**src/rtl/spi_master_sequencer_if.sv**
```systemverilog
// Front-end side of the SPI master sequencer: transaction descriptor,
// start/abort handshake and status back to the register block.
interface spi_master_sequencer_if;
  logic        start_i;
  logic        ready_o;
  logic        abort_i;
  logic        en_quad_i;
  logic [5:0]  cmd_len_i;
  logic [5:0]  addr_len_i;
  logic [15:0] dummy_len_i;
  logic [15:0] tx_len_i;
  logic [15:0] rx_len_i;
  logic        busy_o;
  logic        eot_o;

  modport slave (
    input  start_i, abort_i, en_quad_i, cmd_len_i, addr_len_i,
           dummy_len_i, tx_len_i, rx_len_i,
    output ready_o, busy_o, eot_o
  );

  modport master (
    output start_i, abort_i, en_quad_i, cmd_len_i, addr_len_i,
           dummy_len_i, tx_len_i, rx_len_i,
    input  ready_o, busy_o, eot_o
  );
endinterface

```
**src/rtl/spi_master_sequencer.sv**
```systemverilog
// SPI transaction sequencer: walks CMD/ADDR/DUMMY/TX/RX phases of a latched
// descriptor, driving chip select and the TX/RX shift-block controls.
module spi_master_sequencer #(
  parameter int CS_HOLD_CYCLES = 2  // must be >= 1
) (
  input  logic        clk,
  input  logic        rstn,
  spi_master_sequencer_if.slave ctrl,
  output logic [1:0]  tx_sel_o,
  output logic        tx_en_o,
  output logic [15:0] tx_counter_o,
  output logic        tx_counter_upd_o,
  input  logic        tx_done_i,
  output logic        rx_en_o,
  output logic [15:0] rx_counter_o,
  output logic        rx_counter_upd_o,
  input  logic        rx_done_i,
  input  logic        clk_edge_i,
  output logic        spi_clk_en_o,
  output logic        en_quad_o,
  output logic        csn_o
);

  typedef enum logic [2:0] {
    IDLE, CS_SETUP, CMD, ADDR, DUMMY, TX, RX, CS_HOLD
  } state_t;

  localparam logic [15:0] HOLD_LAST = 16'(CS_HOLD_CYCLES - 1);

  state_t      state_q, state_d;
  logic [5:0]  cmd_len_q, cmd_len_d, addr_len_q, addr_len_d;
  logic [15:0] dummy_len_q, dummy_len_d, tx_len_q, tx_len_d, rx_len_q, rx_len_d;
  logic        quad_q, quad_d;
  logic [15:0] dcnt_q, dcnt_d, hold_cnt_q, hold_cnt_d;

  logic [1:0]  tx_sel_q, tx_sel_d;
  logic        tx_en_q, tx_en_d, tx_upd_q, tx_upd_d;
  logic [15:0] tx_cnt_q, tx_cnt_d, rx_cnt_q, rx_cnt_d;
  logic        rx_en_q, rx_en_d, rx_upd_q, rx_upd_d;
  logic        spi_clk_en_q, spi_clk_en_d, quad_o_q, quad_o_d;
  logic        csn_q, csn_d, busy_q, busy_d, eot_q, eot_d;

  // Phase index: 0 CMD, 1 ADDR, 2 DUMMY, 3 TX, 4 RX.
  logic [4:0]  nz;
  assign nz = {rx_len_q != '0, tx_len_q != '0, dummy_len_q != '0,
               addr_len_q != '0, cmd_len_q != '0};

  // First phase at or after index 'first' with a nonzero length.
  function automatic state_t pick_phase(input logic [2:0] first, input logic [4:0] mask);
    state_t r;
    r = CS_HOLD;
    if (mask[4] && first <= 3'd4) r = RX;
    if (mask[3] && first <= 3'd3) r = TX;
    if (mask[2] && first <= 3'd2) r = DUMMY;
    if (mask[1] && first <= 3'd1) r = ADDR;
    if (mask[0] && first == 3'd0) r = CMD;
    return r;
  endfunction

  always_comb begin
    state_d     = state_q;
    cmd_len_d   = cmd_len_q;
    addr_len_d  = addr_len_q;
    dummy_len_d = dummy_len_q;
    tx_len_d    = tx_len_q;
    rx_len_d    = rx_len_q;
    quad_d      = quad_q;
    dcnt_d      = '0;
    hold_cnt_d  = '0;

    case (state_q)
      IDLE: if (ctrl.start_i) begin
        state_d     = CS_SETUP;
        cmd_len_d   = ctrl.cmd_len_i;
        addr_len_d  = ctrl.addr_len_i;
        dummy_len_d = ctrl.dummy_len_i;
        tx_len_d    = ctrl.tx_len_i;
        rx_len_d    = ctrl.rx_len_i;
        quad_d      = ctrl.en_quad_i;
      end
      CS_SETUP: state_d = pick_phase(3'd0, nz);
      CMD:      if (tx_done_i) state_d = pick_phase(3'd1, nz);
      ADDR:     if (tx_done_i) state_d = pick_phase(3'd2, nz);
      DUMMY: begin
        dcnt_d = dcnt_q;
        if (clk_edge_i) begin
          dcnt_d = dcnt_q + 16'd1;
          if (dcnt_d == dummy_len_q) state_d = pick_phase(3'd3, nz);
        end
      end
      TX:       if (tx_done_i) state_d = pick_phase(3'd4, nz);
      RX:       if (rx_done_i) state_d = CS_HOLD;
      CS_HOLD: begin
        if (hold_cnt_q == HOLD_LAST) state_d = IDLE;
        else                         hold_cnt_d = hold_cnt_q + 16'd1;
      end
      default:  state_d = IDLE;
    endcase

    // Abort beats any done strobe in the same cycle.
    if (ctrl.abort_i && !(state_q inside {IDLE, CS_HOLD})) state_d = CS_HOLD;
    if (state_d != DUMMY)   dcnt_d = '0;
    if (state_d != CS_HOLD) hold_cnt_d = '0;

    // Outputs are registered from the next state so they line up with it.
    tx_en_d      = state_d inside {CMD, ADDR, TX};
    rx_en_d      = state_d == RX;
    tx_upd_d     = tx_en_d && (state_d != state_q);
    rx_upd_d     = rx_en_d && (state_d != state_q);
    spi_clk_en_d = state_d == DUMMY;
    quad_o_d     = (state_d inside {ADDR, TX, RX}) ? quad_q : 1'b0;
    csn_d        = state_d == IDLE;
    busy_d       = state_d != IDLE;
    eot_d        = (state_d == CS_HOLD) && (hold_cnt_d == HOLD_LAST);
    rx_cnt_d     = rx_en_d ? rx_len_q : '0;
    tx_sel_d     = 2'd0;
    tx_cnt_d     = '0;
    case (state_d)
      CMD:  tx_cnt_d = {10'd0, cmd_len_q};
      ADDR: begin tx_sel_d = 2'd1; tx_cnt_d = {10'd0, addr_len_q}; end
      TX:   begin tx_sel_d = 2'd2; tx_cnt_d = tx_len_q; end
      default: ;
    endcase
  end

  always_ff @(posedge clk or negedge rstn) begin
    if (!rstn) begin
      state_q      <= IDLE;
      cmd_len_q    <= '0;
      addr_len_q   <= '0;
      dummy_len_q  <= '0;
      tx_len_q     <= '0;
      rx_len_q     <= '0;
      quad_q       <= 1'b0;
      dcnt_q       <= '0;
      hold_cnt_q   <= '0;
      tx_sel_q     <= 2'd0;
      tx_en_q      <= 1'b0;
      tx_upd_q     <= 1'b0;
      tx_cnt_q     <= '0;
      rx_en_q      <= 1'b0;
      rx_upd_q     <= 1'b0;
      rx_cnt_q     <= '0;
      spi_clk_en_q <= 1'b0;
      quad_o_q     <= 1'b0;
      csn_q        <= 1'b1;
      busy_q       <= 1'b0;
      eot_q        <= 1'b0;
    end else begin
      state_q      <= state_d;
      cmd_len_q    <= cmd_len_d;
      addr_len_q   <= addr_len_d;
      dummy_len_q  <= dummy_len_d;
      tx_len_q     <= tx_len_d;
      rx_len_q     <= rx_len_d;
      quad_q       <= quad_d;
      dcnt_q       <= dcnt_d;
      hold_cnt_q   <= hold_cnt_d;
      tx_sel_q     <= tx_sel_d;
      tx_en_q      <= tx_en_d;
      tx_upd_q     <= tx_upd_d;
      tx_cnt_q     <= tx_cnt_d;
      rx_en_q      <= rx_en_d;
      rx_upd_q     <= rx_upd_d;
      rx_cnt_q     <= rx_cnt_d;
      spi_clk_en_q <= spi_clk_en_d;
      quad_o_q     <= quad_o_d;
      csn_q        <= csn_d;
      busy_q       <= busy_d;
      eot_q        <= eot_d;
    end
  end

  assign ctrl.ready_o     = state_q == IDLE;
  assign ctrl.busy_o      = busy_q;
  assign ctrl.eot_o       = eot_q;
  assign tx_sel_o         = tx_sel_q;
  assign tx_en_o          = tx_en_q;
  assign tx_counter_o     = tx_cnt_q;
  assign tx_counter_upd_o = tx_upd_q;
  assign rx_en_o          = rx_en_q;
  assign rx_counter_o     = rx_cnt_q;
  assign rx_counter_upd_o = rx_upd_q;
  assign spi_clk_en_o     = spi_clk_en_q;
  assign en_quad_o        = quad_o_q;
  assign csn_o            = csn_q;

endmodule

```
**src/flat_wrapper.sv**
```systemverilog
// flat-port wrapper written by rule: the top's interface ports become plain ports
module spi_master_sequencer_flat 
#(
  parameter int CS_HOLD_CYCLES = 2                 
)
  (clk, rstn, tx_sel_o, tx_en_o, tx_counter_o, tx_counter_upd_o, tx_done_i, rx_en_o, rx_counter_o, rx_counter_upd_o, rx_done_i, clk_edge_i, spi_clk_en_o, en_quad_o, csn_o, ctrl_start_i, ctrl_abort_i, ctrl_en_quad_i, ctrl_cmd_len_i, ctrl_addr_len_i, ctrl_dummy_len_i, ctrl_tx_len_i, ctrl_rx_len_i, ctrl_ready_o, ctrl_busy_o, ctrl_eot_o);
  spi_master_sequencer_if ctrl_i ();
  input  logic clk;
  input  logic rstn;
  output logic [1:0] tx_sel_o;
  output logic tx_en_o;
  output logic [15:0] tx_counter_o;
  output logic tx_counter_upd_o;
  input  logic tx_done_i;
  output logic rx_en_o;
  output logic [15:0] rx_counter_o;
  output logic rx_counter_upd_o;
  input  logic rx_done_i;
  input  logic clk_edge_i;
  output logic spi_clk_en_o;
  output logic en_quad_o;
  output logic csn_o;
  input wire logic [$bits(ctrl_i.start_i)-1:0] ctrl_start_i;
  input wire logic [$bits(ctrl_i.abort_i)-1:0] ctrl_abort_i;
  input wire logic [$bits(ctrl_i.en_quad_i)-1:0] ctrl_en_quad_i;
  input wire logic [$bits(ctrl_i.cmd_len_i)-1:0] ctrl_cmd_len_i;
  input wire logic [$bits(ctrl_i.addr_len_i)-1:0] ctrl_addr_len_i;
  input wire logic [$bits(ctrl_i.dummy_len_i)-1:0] ctrl_dummy_len_i;
  input wire logic [$bits(ctrl_i.tx_len_i)-1:0] ctrl_tx_len_i;
  input wire logic [$bits(ctrl_i.rx_len_i)-1:0] ctrl_rx_len_i;
  output wire logic [$bits(ctrl_i.ready_o)-1:0] ctrl_ready_o;
  output wire logic [$bits(ctrl_i.busy_o)-1:0] ctrl_busy_o;
  output wire logic [$bits(ctrl_i.eot_o)-1:0] ctrl_eot_o;
  assign ctrl_i.start_i = ctrl_start_i;
  assign ctrl_i.abort_i = ctrl_abort_i;
  assign ctrl_i.en_quad_i = ctrl_en_quad_i;
  assign ctrl_i.cmd_len_i = ctrl_cmd_len_i;
  assign ctrl_i.addr_len_i = ctrl_addr_len_i;
  assign ctrl_i.dummy_len_i = ctrl_dummy_len_i;
  assign ctrl_i.tx_len_i = ctrl_tx_len_i;
  assign ctrl_i.rx_len_i = ctrl_rx_len_i;
  assign ctrl_ready_o = ctrl_i.ready_o;
  assign ctrl_busy_o = ctrl_i.busy_o;
  assign ctrl_eot_o = ctrl_i.eot_o;
  spi_master_sequencer #(.CS_HOLD_CYCLES(CS_HOLD_CYCLES)) u_core (.clk(clk), .rstn(rstn), .ctrl(ctrl_i), .tx_sel_o(tx_sel_o), .tx_en_o(tx_en_o), .tx_counter_o(tx_counter_o), .tx_counter_upd_o(tx_counter_upd_o), .tx_done_i(tx_done_i), .rx_en_o(rx_en_o), .rx_counter_o(rx_counter_o), .rx_counter_upd_o(rx_counter_upd_o), .rx_done_i(rx_done_i), .clk_edge_i(clk_edge_i), .spi_clk_en_o(spi_clk_en_o), .en_quad_o(en_quad_o), .csn_o(csn_o));
endmodule
```
**config.mk**
```make
export PLATFORM = sky130hd
export DESIGN_NAME = spi_master_sequencer_flat
export DESIGN_NICKNAME = d
export VERILOG_FILES = /design/src/rtl/spi_master_sequencer_if.sv /design/src/rtl/spi_master_sequencer.sv /design/src/flat_wrapper.sv
export SDC_FILE = /design/constraint.sdc
export NUM_CORES = 1
export LEC_CHECK = 0
export ABC_CLOCK_PERIOD_IN_PS = 2900
export CORE_MARGIN = 2
export CORE_UTILIZATION = 35
export CTS_BUF_LIST = sky130_fd_sc_hd__clkbuf_16
export CTS_CLUSTER_SIZE = 14
export DETAILED_ROUTE_END_ITERATION = 8
export GPL_ROUTABILITY_DRIVEN = 0
export GPL_TIMING_DRIVEN = 0
export PLACE_DENSITY_LB_ADDON = 0.15
export SETUP_SLACK_MARGIN = 0.1
export SKIP_CTS_REPAIR_TIMING = 1
export SLEW_MARGIN = 40
export SYNTH_ARGS = -nofsm -noshare
export SYNTH_HDL_FRONTEND = slang
export SYNTH_SLANG_ARGS = --single-unit
```
**constraint.sdc**
```tcl
create_clock -name clk -period 2.9 [get_ports clk]
set_input_delay 0.58 -clock clk [delete_from_list [all_inputs] [get_ports clk]]
set_output_delay 0.58 -clock clk [all_outputs]
set_load 0.05 [all_outputs]
```
Word level (Yosys, flattened, before mapping)
Index checks and enable logic that the tools add are counted. Widths: inputs -> output; s select.

Flip-flop bits (word level): 139. Input bits: 68. Logic and storage cells: 85.

$add $sub $neg: 2. Eq/ne operators: 20. Muxes and demuxes: 25. Reduce and logical (&&, ||, !) cells: 17.

Operators with widths (number): $mux 16 (7); $pmux 16 s3 (1); $reduce_bool 16->1 (3); $mux 3 (13); $add 16x1->16 const B (2); $eq 16x1->1 const B (2); $eq 3x3->1 const B (8); $pmux 3 s8 (1); $eq 16x16->1 (1); $eq 3x2->1 const B (4); $reduce_bool 6->1 (2); $reduce_bool 3->1 (3); $logic_not 3->1 (2); $ne 3x3->1 const B (2); $logic_and 1x1->1 (4); $pmux 2 s2 (1); $eq 3x1->1 const B (1); $ne 3x2->1 const B (1); $ne 3x3->1 (1); $mux 1 (2); $reduce_and 2->1 (1); $reduce_bool 2->1 (1); $logic_not 1->1 (1).

Depth between registers and ports, before layout
Word-level depth: 12. Gate-level depth with buffers: 11. Gate-level depth less buffers: 10.

Least setup slack after synthesis
Ideal clock, no wire load.

Kind: register -> register. Start: register u_core.dcnt_q[4]. End: register u_core.tx_upd_q (netlist: u_core.tx_counter_upd_o). Library setup time: 0.080 ns. Arrival time: 2.575 ns. Setup slack: 0.246 ns. Cell stages (with the launch flop): 11. Period minus slack after synthesis: 2.654 ns. Cells stage by stage: dfrtp_1 buf_2 nand4_1 nor4_1 xnor2_1 o2111ai_2 o41a_2 inv_2 buf_6 mux2_4 a2bb2oi_1.

Cells in the longest elaborated chain, start to end: 9. Elaborated cells on any way between the ends: 12. Those cells by class: add/sub: 1; eq/ne: 5; mux: 4; reduce/logical: 2.

RTL lines: start: declaration (RTL line spi_master_sequencer.sv:34) `logic [15:0] dcnt_q, dcnt_d, hold_cnt_q, hold_cnt_d;`; start signal: assignment (RTL line spi_master_sequencer.sv:157) `dcnt_q <= dcnt_d;`; $add 16x1->16 * (RTL line spi_master_sequencer.sv:87) `dcnt_d = dcnt_q + 16'd1;`; $eq 16x16->1 * (RTL line spi_master_sequencer.sv:88) `if (dcnt_d == dummy_len_q) state_d = pick_phase(3'd3, nz);`; $mux 3 * (RTL line spi_master_sequencer.sv:88); $mux 3 * (RTL line spi_master_sequencer.sv:86) `if (clk_edge_i) begin`; $pmux 3 s8 * (RTL line spi_master_sequencer.sv:71) `case (state_q)`; $mux 3 * (RTL line spi_master_sequencer.sv:101) `if (ctrl.abort_i && !(state_q inside {IDLE, CS_HOLD})) state_d = CS_HOLD;`; net u_core.state_d[0] (RTL line spi_master_sequencer.sv:30) `state_t state_q, state_d;`; $eq 3x2->1 or $eq 3x3->1 (tied branches) (RTL line spi_master_sequencer.sv:106) `tx_en_d = state_d inside {CMD, ADDR, TX};`; $reduce_bool 3->1 (RTL line spi_master_sequencer.sv:106); $logic_and 1x1->1 * (RTL line spi_master_sequencer.sv:108) `tx_upd_d = tx_en_d && (state_d != state_q);`; net u_core.tx_upd_d (RTL line spi_master_sequencer.sv:37) `logic tx_en_q, tx_en_d, tx_upd_q, tx_upd_d;`; end signal: assignment (RTL line spi_master_sequencer.sv:161) `tx_upd_q <= tx_upd_d;`; end: declaration (RTL line spi_master_sequencer.sv:37).

The timed path passes the listed nets; every way through them passes the cells marked *. A chain may end at the register's enable or synchronous reset.

Worst setup path after layout
Start: register u_core.dcnt_q[1]. End: register u_core.quad_o_q (netlist: u_core.en_quad_o).

Cells in the longest elaborated chain, start to end: 9. Elaborated cells on any way between the ends: 11. Those cells by class: add/sub: 1; eq/ne: 4; mux: 5; reduce/logical: 1.

RTL lines: $add 16x1->16 (RTL line spi_master_sequencer.sv:87); $eq 16x16->1 (RTL line spi_master_sequencer.sv:88); $mux 3 (RTL line spi_master_sequencer.sv:88); $mux 3 (RTL line spi_master_sequencer.sv:86); $pmux 3 s8 (RTL line spi_master_sequencer.sv:71); $mux 3 (RTL line spi_master_sequencer.sv:101); $eq 3x3->1; net u_core.rx_en_d (RTL line spi_master_sequencer.sv:39) `logic rx_en_q, rx_en_d, rx_upd_q, rx_upd_d;`; $reduce_bool 3->1 (RTL line spi_master_sequencer.sv:111) `quad_o_d = (state_d inside {ADDR, TX, RX}) ? quad_q : 1'b0;`; $mux 1 (RTL line spi_master_sequencer.sv:111); net u_core.quad_o_d (RTL line spi_master_sequencer.sv:40) `logic spi_clk_en_q, spi_clk_en_d, quad_o_q, quad_o_d;`; end signal: assignment (RTL line spi_master_sequencer.sv:167) `quad_o_q <= quad_o_d;`; end: declaration (RTL line spi_master_sequencer.sv:40).

The timed path passes the listed nets, and every way through them passes these cells.

==> impl_metrics.json <==
{
  "crit_buf_inv": 5,
  "clock_latency_ps": 430,
  "cp.arrival_ps": 3110,
  "crit_slowest_cell": "o41a_4",
  "final_area_um2": 8840,
  "dpl_cell_area_um2": 7800,
  "core-area_um2": 17900,
  "final_antenna_net_count": 0,
  "cts_buffers": 17,
  "ys_ff_latch": 139,
  "die_w_um": 139,
  "slowest_delay_ps": 520,
  "r2r_cells": 12,
  "dp_slack_ps": -203,
  "antenna_found_initial": 1,
  "finalCritPeriodShare": 0.963,
  "power.density_nw_per_um2": 950,
  "route.detailed.drc": 0,
  "grt_pass1_wl_um": 24800,
  "r2r_start": "u_core.dcnt_q[1]",
  "fin_nets": 771,
  "area_growth_pct": 38.7,
  "start_kind": "flip-flop",
  "dp.cells": 884,
  "fmax_ghz": 0.358,
  "hold_viol_final": 0,
  "slew_viol_final": 0,
  "netlist_top_cells_area": "dfrtp_1 (54%), mux2_2 (11%), xnor2_1 (4.4%)",
  "grt_pass1_vias": 4793,
  "overflow": 0,
  "multi_input_area_um2": 2980,
  "fp.dieH_um": 139,
  "end_kind": "flip-flop",
  "fin_cells": 943,
  "synth_edf_count": 0,
  "synthesis.area_um2": 6370,
  "path_clk_slew_ps": 60,
  "rows": 49,
  "routed_via_density": 5.06,
  "cts_tree": "yes",
  "numPortBuffers": 111,
  "vias": 4774,
  "yosys_warnings": 0,
  "relSlewSlack": 0.615,
  "path_cells": "buf_4 -> nand4_1 -> buf_6 -> nor4_4 -> xnor2_1 -> nand4_1 -> buf_6 -> o41a_4 -> and3_4 -> buf_8 -> buf_8 -> o21a_1",
  "grt_setup_unrepaired": "true",
  "cts_max_path_buffers": 2,
  "maxCapViolCount": 0,
  "status": "finished clean",
  "cp_max_fo": 10,
  "dieArea_um2": 19300,
  "period_minus_slack_ps": 2790,
  "fin_util": 0.494,
  "ios": 112,
  "htreeDepth": 4,
  "setup_viol": 0,
  "drtIter0Drc": 331,
  "peakVddDrop_mv": 0.476,
  "synthFlopType": "dfrtp_1",
  "syn_inst": 543,
  "synth.top_cell.area_share": 0.542,
  "crit_type": "reg2reg",
  "cp-startpoint": "u_core.dcnt_q[1]",
  "postLayoutSetupSlackWorst_ps": 107,
  "cp.required_ps": 3210,
  "cp_num_cells": 12,
  "yosys.area.top_type": "dfrtp_1",
  "drive_gt1_frac": 0.251,
  "grt_max_degree": 73,
  "syn-num-nets": 614,
  "ys_types": 65,
  "post_drt_wl_per_cell_um": 16.7,
  "start_util": 0.356,
  "ys_seq_area_frac": 0.546,
  "timing.rr.end": "u_core.en_quad_o",
  "clock_skew_ps": 12.1,
  "async_flop_share": 1.00,
  "r2r_slack_ps": 110,
  "power.leakage_nw": 3.85,
  "dr.pass1.iters": 4,
  "routed_wl_um": 15700,
  "syn-mean-instance-area_um2": 11.7,
  "worstMarginPinSlew_ps": 577,
  "cp_top_family": "buffers and inverters",
  "dp_hpwl_um": 11100,
  "n_fill_cell": 1621,
  "hold_class": "in2async",
  "clock-sinks": 139,
  "regArea_um2": 3480,
  "root_buffer": "clkbuf_16",
  "grt_usage": 0.162
}
==> cell usage after synthesis, drive strengths merged, types with 11 or more instances <==
master / count
and3: 12
mux2: 62
xnor2: 32
clkbuf: 12
nand3: 12
nor3: 16
nor4: 24
and2: 28
xor2: 21
nand2: 31
dfrtp: 138
inv: 11
nor2: 44
nand4: 18
==> power by group <==
| part | leakage, nW | internal, mW | switching (mW) |
|---|---|---|---|
| Clock | 0.261 | 1.11 | 0.885 |
| Sequential | 1.86 | 2.50 | 0.439 |
| Combinational | 1.74 | 1.55 | 1.92 |
==> cell usage in the layout (no fill, tap or decap), drive strengths merged, types with 12 or more instances in the layout <==
cell type	n
nand4	18
inv	17
nand3	12
clkbuf	28
xor2	21
buf	38
nor4	24
dfrtp	138
mux2	62
nor3	16
clkdlybuf4s50	109
nand2	31
and2	28
and3	12
xnor2	32
nor2	44
==> worst max path at each step <==
stage	endpoint	slack [ps]
final	u_core.en_quad_o	110
after CTS	ctrl_ready_o	-160
after detailed placement	u_core.rx_counter_o[7]	-200
after global placement	u_core.rx_len_q[14]	-4270
after floorplan	u_core.tx_counter_upd_o	250
after global routing	u_core.en_quad_o	20
==> worst reg2reg max path: stages, from the launching register on <==
cell     delay, ps
dfrtp_1        390
buf_4          140
nand4_1        100
buf_6          160
nor4_4         220
xnor2_1        200
nand4_1        150
buf_6          150
o41a_4         520
and3_4         210
buf_8          130
buf_8          140
o21a_1         180
==> flip-flops by register name (all words and copies together), names as in the netlist, 16 cells and up <==
signal and cells:
u_core.hold_cnt_q 16, u_core.tx_len_q 16, u_core.tx_counter_o 16, u_core.dummy_len_q 16, u_core.rx_counter_o 16, u_core.rx_len_q 16
u_core.dcnt_q 16
==> cells by family after synthesis <==
group	Yosys count	synth area share
buffers and inverters	33	0.0245
DFF	139	0.546
muxes	69	0.121
and+or+nand+nor	202	0.175
xor gates and xnor gates	53	0.0728
adders and majority gates	3	0.00589
AOI/OAI and AO/OA	44	0.0546
==> through the flow <==
step                power, mW  setup TNS, ps  hold slack, ps
floorplan                4.99              0             284
global placement         5.95        -595850             468
detailed placement       6.02          -6200             489
CTS                      8.05          -4220             139
global route             8.86              0             167
finish                   8.39              0             117
==> cell type report <==
class	instances	area share
clock buffer	17	0.0481
buffer	20	0.0151
tap	229	0.0324
antenna	1	0.000283
timing repair buffer	139	0.154
multi-input combinational	371	0.337
clock inverter	15	0.0132
inverter	12	0.00566
sequential	139	0.394
==> layer usage <==
metal / routed length, µm / track usage / vias to the layer above
met5: 13 / 0 / -
met4: 240 / 0.0457 / 2
met1: 7050 / 0.220 / 2366
met3: 1040 / 0.0580 / 29
met2: 7380 / 0.248 / 133
li1: - / - / 2244
(Power assumes the default switching activity.)
